$ cat src/rtl/qspi_target.sv
// rtl/qspi_target.sv - mode-3 SPI/DPI/QPI target for the FX2 QSPI bridge (option macro: QSPI_TARGET_ECHO_EN)
module qspi_target #(
  parameter int SYNC_STAGES = 2,
  parameter int COUNT_W     = 12
) (
  input  logic               FX_IFCLK,
  input  logic               RST,
  input  logic               SPI_CS,
  input  logic               SPI_CLK,
  input  logic [3:0]         io_in,
  output logic [3:0]         io_out,
  output logic [3:0]         io_oe,
  input  logic [1:0]         cfg_mode,
  input  logic               cfg_dir,
  output logic [7:0]         rx_data,
  output logic               rx_valid,
  input  logic [7:0]         tx_data,
  input  logic               tx_valid,
  output logic               tx_ready,
  output logic               tx_underrun,
  output logic [COUNT_W-1:0] byte_count,
  output logic               busy
);

  typedef enum logic [1:0] {S_WAIT_HI, S_IDLE, S_RX, S_TX} state_t;

  localparam logic [1:0] M_SPI = 2'b00;
  localparam logic [1:0] M_DPI = 2'b01;
  localparam logic [1:0] M_QPI = 2'b10;

  logic [SYNC_STAGES-1:0] cs_sr;
  logic [SYNC_STAGES-1:0] sck_sr;
  logic [3:0]             io_sr [SYNC_STAGES];
  logic                   cs_s;
  logic                   sck_s;
  logic [3:0]             io_s;
  logic                   cs_prev;
  logic                   sck_prev;
  logic                   cs_fall;
  logic                   sck_rise;
  logic                   sck_fall;

  state_t                 state_q;
  state_t                 state_d;
  logic [1:0]             mode_q;
  logic [2:0]             edge_cnt;
  logic                   last_edge;
  logic [7:0]             rx_shift;
  logic [7:0]             rx_next;
  logic [7:0]             tx_shift;
  logic [7:0]             fill_byte;
  logic [7:0]             load_byte;
  logic [7:0]             hold_data;
  logic                   hold_full;
  logic                   tx_load;
  logic                   tx_write;

  assign cs_s  = cs_sr[SYNC_STAGES-1];
  assign sck_s = sck_sr[SYNC_STAGES-1];
  assign io_s  = io_sr[SYNC_STAGES-1];

  assign cs_fall  = cs_prev & ~cs_s;
  assign sck_rise = sck_s & ~sck_prev;
  assign sck_fall = ~sck_s & sck_prev;

  // Next MSB-first slice placed on the lanes that the latched mode drives.
  function automatic logic [3:0] lane_bits(input logic [1:0] m, input logic [7:0] b);
    case (m)
      M_DPI:   return {2'b00, b[7:6]};
      M_QPI:   return b[7:4];
      default: return {2'b00, b[7], 1'b0};
    endcase
  endfunction

  // Shift register advance by one edge's worth of bits.
  function automatic logic [7:0] shift_out(input logic [1:0] m, input logic [7:0] b);
    case (m)
      M_DPI:   return {b[5:0], 2'b00};
      M_QPI:   return {b[3:0], 4'b0000};
      default: return {b[6:0], 1'b0};
    endcase
  endfunction

  // Synchronise the bus pins; CS resets low so a reset mid-transaction waits for a genuine CS high.
  always_ff @(posedge FX_IFCLK) begin
    if (RST) begin
      cs_sr    <= '0;
      sck_sr   <= '1;
      cs_prev  <= 1'b0;
      sck_prev <= 1'b1;
      for (int i = 0; i < SYNC_STAGES; i++) io_sr[i] <= '0;
    end else begin
      cs_sr    <= {cs_sr[SYNC_STAGES-2:0], SPI_CS};
      sck_sr   <= {sck_sr[SYNC_STAGES-2:0], SPI_CLK};
      io_sr[0] <= io_in;
      for (int i = 1; i < SYNC_STAGES; i++) io_sr[i] <= io_sr[i-1];
      cs_prev  <= cs_s;
      sck_prev <= sck_s;
    end
  end

  // Receive shift value after this edge's lanes are appended.
  always_comb begin
    rx_next = {rx_shift[6:0], io_s[0]};
    case (mode_q)
      M_DPI:   rx_next = {rx_shift[5:0], io_s[1:0]};
      M_QPI:   rx_next = {rx_shift[3:0], io_s};
      default: rx_next = {rx_shift[6:0], io_s[0]};
    endcase
  end

  // Last rising edge of a byte: 8, 4 or 2 edges per byte.
  always_comb begin
    last_edge = (edge_cnt == 3'd7);
    case (mode_q)
      M_DPI:   last_edge = (edge_cnt == 3'd3);
      M_QPI:   last_edge = (edge_cnt == 3'd1);
      default: last_edge = (edge_cnt == 3'd7);
    endcase
  end

`ifdef QSPI_TARGET_ECHO_EN
  assign fill_byte = rx_data;
`else
  assign fill_byte = 8'hFF;
`endif

  assign tx_ready  = ~hold_full;
  assign tx_write  = tx_valid & ~hold_full;
  assign tx_load   = (state_q == S_TX) & ~cs_s & sck_fall & (edge_cnt == 3'd0);
  assign load_byte = hold_full ? hold_data : fill_byte;

  // FSM state register.
  always_ff @(posedge FX_IFCLK) begin
    if (RST) state_q <= S_WAIT_HI;
    else     state_q <= state_d;
  end

  // Next state, lane enables and busy.
  always_comb begin
    state_d = state_q;
    io_oe   = 4'b0000;
    busy    = 1'b0;
    case (state_q)
      S_WAIT_HI: if (cs_s) state_d = S_IDLE;
      S_IDLE:    if (cs_fall) state_d = cfg_dir ? S_TX : S_RX;
      S_RX: begin
        busy = 1'b1;
        if (cs_s) state_d = S_IDLE;
      end
      S_TX: begin
        busy = 1'b1;
        if (cs_s) begin
          state_d = S_IDLE;
        end else begin
          case (mode_q)
            M_DPI:   io_oe = 4'b0011;
            M_QPI:   io_oe = 4'b1111;
            default: io_oe = 4'b0010;
          endcase
        end
      end
      default:   state_d = S_WAIT_HI;
    endcase
  end

  // Holding register; a write in the load cycle is kept while the load takes the old contents.
  always_ff @(posedge FX_IFCLK) begin
    if (RST) begin
      hold_full <= 1'b0;
      hold_data <= 8'h00;
    end else if (tx_write) begin
      hold_full <= 1'b1;
      hold_data <= tx_data;
    end else if (tx_load) begin
      hold_full <= 1'b0;
    end
  end

  // Transaction datapath: latching config, shifting bytes in/out, counting completed bytes.
  always_ff @(posedge FX_IFCLK) begin
    if (RST) begin
      mode_q      <= M_SPI;
      edge_cnt    <= 3'd0;
      rx_shift    <= 8'h00;
      rx_data     <= 8'h00;
      rx_valid    <= 1'b0;
      tx_shift    <= 8'h00;
      io_out      <= 4'b0000;
      tx_underrun <= 1'b0;
      byte_count  <= '0;
    end else begin
      rx_valid <= 1'b0;
      if (state_q == S_IDLE && cs_fall) begin
        mode_q      <= (cfg_mode == 2'b11) ? M_SPI : cfg_mode;
        edge_cnt    <= 3'd0;
        byte_count  <= '0;
        tx_underrun <= 1'b0;
        io_out      <= 4'b0000;
      end else if (state_q == S_RX && !cs_s && sck_rise) begin
        rx_shift <= rx_next;
        if (last_edge) begin
          rx_data    <= rx_next;
          rx_valid   <= 1'b1;
          byte_count <= byte_count + COUNT_W'(1);
          edge_cnt   <= 3'd0;
        end else begin
          edge_cnt <= edge_cnt + 3'd1;
        end
      end else if (state_q == S_TX && !cs_s) begin
        if (sck_fall) begin
          if (edge_cnt == 3'd0) begin
            io_out   <= lane_bits(mode_q, load_byte);
            tx_shift <= shift_out(mode_q, load_byte);
            if (!hold_full) tx_underrun <= 1'b1;
          end else begin
            io_out   <= lane_bits(mode_q, tx_shift);
            tx_shift <= shift_out(mode_q, tx_shift);
          end
        end
        if (sck_rise) begin
          if (last_edge) begin
            byte_count <= byte_count + COUNT_W'(1);
            edge_cnt   <= 3'd0;
          end else begin
            edge_cnt <= edge_cnt + 3'd1;
          end
        end
      end
    end
  end

endmodule

$ cat config.mk
export PLATFORM = sky130hd
export DESIGN_NAME = qspi_target
export DESIGN_NICKNAME = d
export VERILOG_FILES = /design/src/rtl/qspi_target.sv
export SDC_FILE = /design/constraint.sdc
export NUM_CORES = 1
export LEC_CHECK = 0
export CORE_MARGIN = 2
export CORE_UTILIZATION = 44
export DETAILED_ROUTE_END_ITERATION = 12
export HOLD_SLACK_MARGIN = 0.08
export PLACE_DENSITY = 0.67
export SLEW_MARGIN = 20
export SYNTH_ARGS = -nofsm -noshare
export SYNTH_HDL_FRONTEND = slang
export SYNTH_SLANG_ARGS = --single-unit
$ cat constraint.sdc
create_clock -name FX_IFCLK -period 2.63 [get_ports FX_IFCLK]
set_input_delay 0.526 -clock FX_IFCLK [delete_from_list [all_inputs] [get_ports FX_IFCLK]]
set_output_delay 0.526 -clock FX_IFCLK [all_outputs]
set_load 0.1 [all_outputs]
==> out/metrics.cfg <==
[synthesis]
yosys_warnings = 0
yosysTopAreaCellShare = 0.422
synth_flop_cell = dfxtp_1
syn_nets = 411
ys_top_cells_by_count = dfxtp_1, nand2_1, a21oi_1, nor2_1, o21ai_0
synth_cells = 384
ys_seq_area_frac = 0.422
synth.largest_area_cell = dfxtp_1
synthTopCellsByArea = dfxtp_1, nand2_1, a21oi_1
synth_edf_count = 0
synth_cell_types = 59
synth-seq-cells = 70
postSynth.asyncResetShare = 0
avgSynthCellArea_sq_um = 8.64
yosysMostFrequentCell = dfxtp_1
syn-cell-area_sq_um = 3320

[die]
row_count = 31
fp.dieArea_sq_um = 8250
ios = 52
die_w_microns = 90.9
coreArea_sq_um = 7290
start_util = 0.455
die_y_microns = 90.9

[global_routing]
grt_overflow = 0
grt_max_degree = 45
track_usage = 0.189
grt_pass1_vias = 2731
grt_pass1_wl_microns = 12600
antenna_found_initial = 0

[worst_setup_path]
path_max_fanout = 30
worstSetupPathType = flip-flop to output pin
ff2ff_setup_slack_ns = 0.39
cp_slowest_stage_delay_ns = 0.38
endpoint_kind = output pin
startpoint_type = flip-flop
worstPathRequired_ns = 2.10
cp.arrival_ns = 1.74
worstPathCellList = inv_1, ha_1, buf_4, nor2_2, buf_12
worst_path_max_delay_cell = dfxtp_1

[timing]
finalCritPeriodShare = 0.862
rsz0062_at_grt = no
finalSetupViolations = 0
worstMarginPinSlew_ns = 0.600
final.setup.tns_ns = 0
hold_violations = 0
max_slew_margin = 0.600
drv_slew = 0
fin_hold_ws_ns = 0.422
max_freq_mhz = 441
finalCriticalPeriod_ns = 2.27
skew_ns = 0.00739

[clocking]
clock_latency_ns = 0.35
root_buffer = clkbuf_8
cts_buffer_depth = 2
cts_hold_buf = 0
cts_resized = 0
clk_pin_slew_ns = 0.07
cts_htree_levels = 3
clock_sinks = 70
numCtsBuffers = 9
post_cts_buffers = 0
tritoncts = built

[drt]
firstDrtPassIters = 4
drt-total-wl_microns = 7440
drc = 0
ant_nets = 0
drt_iter0_drc = 156
vias = 2964
post_drt_wl_per_cell_microns = 14.0
routed_via_density = 5.59

[power]
power_density_nw_per_um2 = 537
leakagePower_nw = 1.52
total_power_mw = 2.18
vdd_drop_max_uv = 318

[layout]
fill_cells = 700
syn2layout_area_growth_pct = 22.2
drive_above_1_share = 0.160
diodes = 0
final_net_count = 454

[status]
status = finished clean

[placement]
dp.final_hpwl_microns = 5080
gp_congestion = 0.836
io_buffers = 51

[min_path]
hold_class = flip-flop to flip-flop

[job]
cap_violations = 0

==> cells in the final DEF (no fill, tap or decap), drive strengths merged, types with 6 or more instances in the layout <==
| cell type | instances |
|---|---|
| o211ai | 8 |
| a221o | 6 |
| dfxtp | 70 |
| mux2i | 7 |
| a22oi | 6 |
| nor2b | 16 |
| nor3 | 6 |
| clkdlybuf4s50 | 19 |
| a311oi | 6 |
| inv | 12 |
| nor2 | 22 |
| ha | 7 |
| nand2 | 42 |
| or3 | 12 |
| o21ai | 21 |
| buf | 42 |
| o311ai | 6 |
| nand3 | 13 |
| and2 | 6 |
| clkbuf | 11 |
| a21oi | 30 |
==> layout make-up <==
cell class	count	area (sq um)	share of cell area
clock inverters	4	70.1	0.0173
inverters	13	48.8	0.0120
repair buffers	61	543	0.134
multi-input cells	272	1720	0.424
flip-flops and latches	70	1400	0.345
well taps	99	124	0.0305
clock buffers	11	151	0.0373
==> critical path, delay by kind of cell (launching register included) <==
family	cells	cell delay, ns
flops	1	0.38
fa+ha+maj	1	0.32
simple gates	1	0.19
buf+inv	3	0.50
==> per-stage QoR <==
step	std cells	setup slack [ns]	instance area, sq um	utilization
after floorplan	384	-0.0782	3320	-
after global placement	515	0.448	3840	0.526
after detailed placement	515	0.397	3840	0.526
after CTS	530	0.339	4060	0.556
after global routing	530	0.0818	4060	0.556
final	530	0.364	4060	0.556
==> final timing paths <==
check	endpoint	startpoint	cells after the start
max	io_oe[0]	mode_q[0]	5
min	sck_sr[1]	sck_sr[0]	1
max reg2reg	byte_count[2]	mode_q[0]	7
min reg2reg	sck_sr[1]	sck_sr[0]	1
==> cells by family after synthesis <==
| family | synth area share |
|---|---|
| AO/OA/AOI/OAI | 0.211 |
| XOR/XNOR | 0.0106 |
| adder cells (fa/ha/maj) | 0.0264 |
| buffers and inverters | 0.0611 |
| flip-flops | 0.422 |
| multiplexers | 0.0211 |
| AND/OR/NAND/NOR | 0.248 |
==> per-layer routing <==
layer / vias to the layer above / GRT usage / part of all wire
met5: - / 0 / 0
met4: 0 / 0.0985 / 0.021
met3: 12 / 0.0417 / 0.047
met2: 66 / 0.297 / 0.46
met1: 1415 / 0.241 / 0.47
li1: 1471 / - / -
==> sequential cells by signal, indices dropped and copies added (netlist names), 2 cells and up <==
signal	cells
edge_cnt	3
io_out	4
tx_shift	7
byte_count	12
cs_sr	2
rx_shift	7
io_sr	8
rx_data	8
mode_q	2
state_q	2
sck_sr	2
hold_data	8
==> report_power, final <==
group,switching (mW),internal [mW]
clock network,0.394,0.577
registers,0.0161,1.08
logic,0.0607,0.0537
total,0.470,1.71
No activity file was read; power rests on OpenSTA's default activity.
